[config.mk]
export PLATFORM = sky130hd
export DESIGN_NAME = rr_arb_mux_flat
export DESIGN_NICKNAME = d
export VERILOG_FILES = /design/src/rtl/rr_arb_mux_if.sv /design/src/rtl/rr_arb_mux.sv /design/src/flat_wrapper.sv
export SDC_FILE = /design/constraint.sdc
export NUM_CORES = 1
export LEC_CHECK = 0
export CORE_ASPECT_RATIO = 1.2
export CORE_UTILIZATION = 37
export DETAILED_ROUTE_END_ITERATION = 8
export PLACE_DENSITY = 0.89
export SLEW_MARGIN = 20
export SYNTH_ARGS = -nofsm -noshare
export SYNTH_HDL_FRONTEND = slang
export SYNTH_SLANG_ARGS = --single-unit
[constraint.sdc]
create_clock -name clk -period 3.3 [get_ports clk]
set_input_delay 0.495 -clock clk [delete_from_list [all_inputs] [get_ports clk]]
set_output_delay 0.495 -clock clk [all_outputs]
set_load 0.005 [all_outputs]
[src/rtl/rr_arb_mux_if.sv]
// Handshake bundle for rr_arb_mux: N valid/ready input channels and one registered
// output. The arbiter connects through the slave modport; the producer/consumer side uses master.
interface rr_arb_mux_if #(
  parameter int WIDTH = 32,
  parameter int N     = 4,
  parameter int SEL_W = (N > 1) ? $clog2(N) : 1
);
  logic [N-1:0]       in_valid;
  logic [N*WIDTH-1:0] in_data;
  logic [N-1:0]       in_ready;
  logic               out_valid;
  logic [WIDTH-1:0]   out_data;
  logic [SEL_W-1:0]   out_sel;
  logic               out_ready;

  modport master (
    output in_valid, in_data, out_ready,
    input  in_ready, out_valid, out_data, out_sel
  );

  modport slave (
    input  in_valid, in_data, out_ready,
    output in_ready, out_valid, out_data, out_sel
  );
endinterface

[src/rtl/rr_arb_mux.sv]
// N-input round-robin arbitrating multiplexer with a single registered output stage.
// The granted channel's beat is captured into the output register, and priority rotates past it.
module rr_arb_mux #(
  parameter int WIDTH = 32,
  parameter int N     = 4
) (
  input  logic         clk,
  input  logic         rst,
  rr_arb_mux_if.slave  bus
);
  localparam int SEL_W = (N > 1) ? $clog2(N) : 1;
  localparam int SUM_W = SEL_W + 1;
  localparam logic [SEL_W-1:0] LAST_IDX = SEL_W'(N - 1);

  logic [SEL_W-1:0] ptr_r;
  logic             out_valid_r;
  logic [WIDTH-1:0] out_data_r;
  logic [SEL_W-1:0] out_sel_r;
  logic             block_r;

  logic [N-1:0]     grant_s;
  logic [SEL_W-1:0] grant_idx_s;
  logic             grant_any_s;
  logic [SUM_W-1:0] cand_sum_s;
  logic [SEL_W-1:0] cand_idx_s;
  logic [WIDTH-1:0] grant_data_s;
  logic [SEL_W-1:0] ptr_next_s;
  logic             load_s;
  logic             take_s;

  // Rotating priority search starting at ptr_r, wrapping modulo N.
  always_comb begin
    grant_s     = '0;
    grant_idx_s = '0;
    grant_any_s = 1'b0;
    cand_sum_s  = '0;
    cand_idx_s  = '0;
    for (int k = 0; k < N; k++) begin
      cand_sum_s = {1'b0, ptr_r} + SUM_W'(k);
      if (cand_sum_s >= SUM_W'(N)) begin
        cand_sum_s = cand_sum_s - SUM_W'(N);
      end else begin
        cand_sum_s = cand_sum_s;
      end
      cand_idx_s = cand_sum_s[SEL_W-1:0];
      if (!grant_any_s && bus.in_valid[cand_idx_s]) begin
        grant_any_s = 1'b1;
        grant_idx_s = cand_idx_s;
      end else begin
        grant_any_s = grant_any_s;
      end
    end
    grant_s[grant_idx_s] = grant_any_s;
  end

  // AND-OR payload select; grant_s is one-hot or zero.
  always_comb begin
    grant_data_s = '0;
    for (int i = 0; i < N; i++) begin
      grant_data_s = grant_data_s | (bus.in_data[i*WIDTH +: WIDTH] & {WIDTH{grant_s[i]}});
    end
  end

  assign load_s     = !out_valid_r || bus.out_ready;
  // block_r keeps the arbiter closed for the first edge after reset release.
  assign take_s     = load_s && grant_any_s && !block_r;
  assign ptr_next_s = (grant_idx_s == LAST_IDX) ? '0 : grant_idx_s + SEL_W'(1);

  assign bus.in_ready  = take_s ? grant_s : '0;
  assign bus.out_valid = out_valid_r;
  assign bus.out_data  = out_data_r;
  assign bus.out_sel   = out_sel_r;

  // Post-reset acceptance block, set asynchronously with rst.
  always_ff @(posedge clk or posedge rst) begin
    if (rst) begin
      block_r <= 1'b1;
    end else begin
      block_r <= 1'b0;
    end
  end

  // Output register and priority pointer.
  always_ff @(posedge clk or posedge rst) begin
    if (rst) begin
      out_valid_r <= 1'b0;
      out_data_r  <= '0;
      out_sel_r   <= '0;
      ptr_r       <= '0;
    end else if (take_s) begin
      out_valid_r <= 1'b1;
      out_data_r  <= grant_data_s;
      out_sel_r   <= grant_idx_s;
      ptr_r       <= ptr_next_s;
    end else if (out_valid_r && bus.out_ready) begin
      out_valid_r <= 1'b0;
    end
  end
endmodule

[src/flat_wrapper.sv]
// flat-port wrapper written by rule: the top's interface ports become plain ports
module rr_arb_mux_flat 
#(
  parameter int WIDTH = 32,
  parameter int N     = 4
)
  (clk, rst, bus_in_valid, bus_in_data, bus_out_ready, bus_in_ready, bus_out_valid, bus_out_data, bus_out_sel);
  rr_arb_mux_if #(.WIDTH(WIDTH), .N(N)) bus_i ();
  input  logic clk;
  input  logic rst;
  input wire logic [$bits(bus_i.in_valid)-1:0] bus_in_valid;
  input wire logic [$bits(bus_i.in_data)-1:0] bus_in_data;
  input wire logic [$bits(bus_i.out_ready)-1:0] bus_out_ready;
  output wire logic [$bits(bus_i.in_ready)-1:0] bus_in_ready;
  output wire logic [$bits(bus_i.out_valid)-1:0] bus_out_valid;
  output wire logic [$bits(bus_i.out_data)-1:0] bus_out_data;
  output wire logic [$bits(bus_i.out_sel)-1:0] bus_out_sel;
  assign bus_i.in_valid = bus_in_valid;
  assign bus_i.in_data = bus_in_data;
  assign bus_i.out_ready = bus_out_ready;
  assign bus_in_ready = bus_i.in_ready;
  assign bus_out_valid = bus_i.out_valid;
  assign bus_out_data = bus_i.out_data;
  assign bus_out_sel = bus_i.out_sel;
  rr_arb_mux #(.WIDTH(WIDTH), .N(N)) u_core (.clk(clk), .rst(rst), .bus(bus_i));
endmodule
# After elaboration in Yosys (flattened, before gate mapping)
# Cells that the tools add are included.
# word_totals
register_bits	38
elab_cells	72
out_inout_bits	39
# classes
muxes	26
reduce_logical	14
n_addsub	8
magnitude_cmp	10
n_eq_ne	1
n_bitwise	8
# op_table
operator	n
AND 32 bit	4
bitwise OR 32 bit	3
two-way mux 2 bit	9
< comparator 2 x 3 -> 1 bit (second input constant)	5
two-way mux 1 bit	11
>= comparator 3 bit (second input constant)	3
binary-select mux 1 bit (select 2 bit)	4
subtractor 2 x 1 -> 2 bit (second input constant)	4
logical AND 1 bit	7
adder 2 x 2 -> 3 bit (second input constant)	2
zero test 1 bit	5
AND 4 bit	1
two-way mux 4 bit	1
adder 2 x 1 -> 3 bit (second input constant)	1
>= comparator 2 x 3 -> 1 bit (second input constant)	1
adder 2 x 1 -> 2 bit (second input constant)	1
demux 1 bit (select 2 bit)	1
== test 2 bit (second input constant)	1
>= comparator 2 x 1 -> 1 bit (second input constant)	1
nonzero test 2 bit	1
logical OR 1 bit	1

# Longest topological paths before layout
# Gate-level depths: netlist of the first run.
# logic_depth
depth_word	23
depth_mapped	8
mapped_depth_nobuf	6

# Least setup slack after synthesis of the first run
# OpenSTA, ideal clock, no wires.
# synth_path
kind	input to output
from	in bus_in_valid[0]
to	out bus_in_ready[2]
t_arrival_ns	1.726
path_slack_ns	1.079
required_time_ns	2.805
stages	6
cell_sequence	a221o_1 > nor2_1 > ha_1 > clkbuf_1 > clkbuf_1 > and2_1
# synth_between
elab_chain_cells	18
elab_cells_between_ends	31
classes_between	2 x order compare; 19 x mux; 1 x bitwise; 9 x reduce/logical
# synth_rtl
item	line	source
start: declaration	flat_wrapper.sv:11	input wire logic [$bits(bus_i.in_valid)-1:0] bus_in_valid;
binary-select mux 1 bit (select 2 bit)	rr_arb_mux.sv:46	if (!grant_any_s && bus.in_valid[cand_idx_s]) begin
two-way mux 1 bit (implied by the code)	rr_arb_mux.sv:46	
two-way mux 1 bit	rr_arb_mux.sv:46	
zero test 1 bit	rr_arb_mux.sv:46	
logical AND 1 bit	rr_arb_mux.sv:46	
two-way mux 1 bit	rr_arb_mux.sv:46	
zero test 1 bit	rr_arb_mux.sv:46	
logical AND 1 bit	rr_arb_mux.sv:46	
[... 3 more ...]	-	
two-way mux 2 bit (*)	rr_arb_mux.sv:46	
net u_core.grant_idx_s[1]	rr_arb_mux.sv:22	logic [SEL_W-1:0] grant_idx_s;
< comparator 2 x 3 -> 1 bit (implied by the code) or >= comparator 2 x 1 -> 1 bit (tied branches)	rr_arb_mux.sv:53	grant_s[grant_idx_s] = grant_any_s;
logical AND 1 bit (implied by the code)	rr_arb_mux.sv:53	
two-way mux 1 bit (implied by the code)	rr_arb_mux.sv:53	
demux 1 bit (select 2 bit) (*)	-	
AND 4 bit (no line) (*)	-	
two-way mux 4 bit (*)	rr_arb_mux.sv:69	assign bus.in_ready = take_s ? grant_s : '0;
end: declaration	flat_wrapper.sv:14	output wire logic [$bits(bus_i.in_ready)-1:0] bus_in_ready;
# Mark *: on every way through the listed nets, which the timed path passes. The rest lies on a longest branch. The select of a mux whose other input is x is not followed.

# Worst setup path in the final report of the first run
# layout_path
from	in bus_in_valid[3]
to	out bus_in_ready[2]
# Same word-level chain as after synthesis.

==> results.py, run 1 <==
metrics = {
    "run_status": {
        "run_status": "complete, no violations",
    },
    "yosys": {
        "synth.distinct_cells": 32,
        "syn_nets": 379,
        "syn-instance-count": 240,
        "syn_area_um2": 2290,
        "synthArstFlopShare": 1.00,
        "ys_top_cells_by_count": "66 x a31oi_1, 64 x a22oi_1, 37 x dfrtp_1, 23 x clkbuf_1",
        "ys.flop_type": "dfrtp_1",
        "synthDominantCellAreaShare": 0.404,
        "synth_area_leaders": "dfrtp_1 40%, a22oi_1 21%, a31oi_1 18%",
        "syn_area_per_cell_um2": 9.54,
        "yosysWarnings": 0,
        "synth_edf_count": 0,
        "synth_top_area_cell": "dfrtp_1",
        "synthMostInstantiatedCell": "a31oi_1",
        "yosys_register_bits": 38,
        "yosysSeqAreaShare": 0.416,
    },
    "floorplan": {
        "fp.dieW_um": 73.8,
        "rows": 31,
        "ioPinCount": 174,
        "die_h_um": 88.2,
        "die_area_um2": 6510,
        "initial_utilization": 0.381,
        "core_um2": 6010,
    },
    "sta": {
        "setup-violations-final": 0,
        "timing.final.crit_share": 0.915,
        "fin_skew_ns": 0.00301,
        "slew_headroom": 0.320,
        "hold_viol": 0,
        "finalSetupTns_ns": 0,
        "finalCriticalPeriod_ns": 3.02,
        "max_freq_mhz": 331,
        "rsz0062_at_grt": "false",
        "slew_violations": 0,
        "timing.hold.ws_ns": 0.542,
        "tightest_slew_ns": 1.01,
    },
    "worst_setup_path": {
        "r2r_start": "u_core.ptr_r[1]",
        "start_kind": "input pin",
        "cp.required_ns": 2.80,
        "crit_start": "bus_in_valid[3]",
        "critPathArrivalTime_ns": 2.52,
        "path_max_fanout": 8,
        "worst_setup_path_end_kind": "output port",
        "critical_path_class": "input pin to output port",
    },
    "global_routing": {
        "antenna_found_initial": 0,
        "grt.overflow.total": 0,
        "met2_usage": 0.493,
        "use_met1": 0.282,
        "grt_pass1_vias": 2965,
        "busiest_layer": "met2",
        "grt_max_degree": 36,
        "grt_pass1_wl_um": 13400,
        "grt_use_total": 0.268,
        "grt_util_met3": 0.0518,
    },
    "clocking": {
        "cts_sinks": 38,
        "clk_latency_ns": 0.28,
        "hold_buffers": 0,
        "cts_tree": "yes",
        "ctsResizeCount": 0,
        "cts_buffers": 5,
        "postCtsSetupRepairBufs": 0,
        "clk_path_buf_depth": 2,
        "htree_num_levels": 2,
        "cts_root_buffer": "clkbuf_8",
        "clk_pin_slew_ns": 0.07,
    },
    "cells_and_area": {
        "diodes": 0,
        "multi_input_area_um2": 1170,
        "syn_to_final_growth_pct": 80.2,
        "layout-drive-gt1-share": 0.0476,
        "final_cells": 481,
        "seqCellArea_um2": 952,
        "fillers": 463,
        "fin_nets": 537,
    },
    "drt": {
        "drtPass1Iterations": 5,
        "drtIter0Drc": 205,
        "via_per_inst": 5.80,
        "routed_wl_um": 8700,
        "postRouteAntennaNets": 0,
        "wl_per_cell_um": 18.1,
        "drcViolationCount": 0,
        "vias": 2791,
    },
    "place": {
        "gp_congestion": 0.924,
        "hpwlAfterDp_um": 6330,
        "place_inst": 473,
        "portBuffers": 173,
    },
    "power": {
        "p_per_area_nw_per_um2": 551,
        "power_leakage_nw": 1.53,
        "power_mw": 2.27,
        "peakVddDrop_mv": 0.292,
    },
    "worst_hold_path": {
        "hp-start": "u_core.bus.out_sel[0]",
        "hold_class": "flip-flop to flip-flop",
    },
    "job": {
        "maxCapViolations": 0,
    },
}
==> registers in the layout, summed over array words and instances, names as in the netlist <==
name and cells:
u_core.ptr_r 2, u_core.bus.out_data 32, u_core.bus.out_sel 2, u_core.bus.out_valid 1, u_core.block_r 1
==> metal layers <==
metal / routed length, um / part of all wire
met1: 2940 / 0.34
met2: 4890 / 0.56
met3: 634 / 0.073
met4: 227 / 0.026
met5: 0 / 0
==> worst paths after layout <==
kind / end / slack (ns) / cells after the start
setup / recovery: bus_in_ready[2] / 0.28 / 7
hold / removal: u_core.bus.out_sel[0] / 0.54 / 2
setup reg to reg: u_core.bus.out_data[18] / 1.16 / 7
hold reg to reg: u_core.bus.out_sel[0] / 0.54 / 2
max in group asynchronous: u_core.bus.out_data[16] / 1.92 / 3
min in group asynchronous: u_core.bus.out_data[11] / 0.64 / 2
==> kinds of logic after synthesis <==
family          Yosys count  share of synthesized area
compound gates          141                      0.425
flops                    38                      0.416
buf+inv                  34                     0.0760
simple gates             20                     0.0503
fa+ha+maj                 4                     0.0219
mux                       2                    0.00929
other cells               1                    0.00164
==> cells in the final DEF (no fill, tap or decap), types with 2 or more instances in the layout <==
cell type and n:
nand2_1 3, inv_1 2, buf_4 9, dfrtp_1 37, and2_1 4, a31oi_1 66, a22oi_1 64, clkbuf_8 6
ha_1 4, nand2b_1 2, o21ai_0 2, clkdlybuf4s50_1 173, nor2_1 4, o31ai_1 4
==> power by group <==
group | leakage [nW] | internal (mW) | total [mW] | switching [mW]
registers | 0.428 | 0.630 | 0.737 | 0.107
clock network | 0.0482 | 0.169 | 0.324 | 0.155
logic | 1.05 | 0.674 | 1.21 | 0.539
total | 1.53 | 1.47 | 2.27 | 0.801
==> metrics by stage <==
stage | area [um2] | util | setup slack [ns]
after floorplan | 2290 | - | 1.08
after global placement | 4030 | 0.671 | 0.345
after detailed placement | 4030 | 0.671 | 0.304
after CTS | 4130 | 0.686 | 0.288
after global routing | 4130 | 0.686 | 0.172
final | 4130 | 0.686 | 0.280
==> critical path, cell delays in order <==
cell	delay, ns
clkdlybuf4s50_1	0.62
nor2_1	0.08
a221o_1	0.30
nor2_1	0.17
ha_1	0.20
and2_1	0.13
clkdlybuf4s50_1	0.51
==> final cells by class <==
type,count,share of cell area
repair buffers,182,0.436
clock buffers,7,0.0209
inverters,3,0.00273
clock inverters,1,0.00121
flip-flops and latches,38,0.231
multi-input cells,168,0.283
well taps,82,0.0249
No activity file was read; power rests on OpenSTA's default activity.
==> inputs of run 2 (changes only) <==
- GPL_ROUTABILITY_DRIVEN: unset -> 1
- SLEW_MARGIN: 20 -> 10
==> results of run 2 <==
The final DEF is identical to that of run 1; final timing and power are the same.
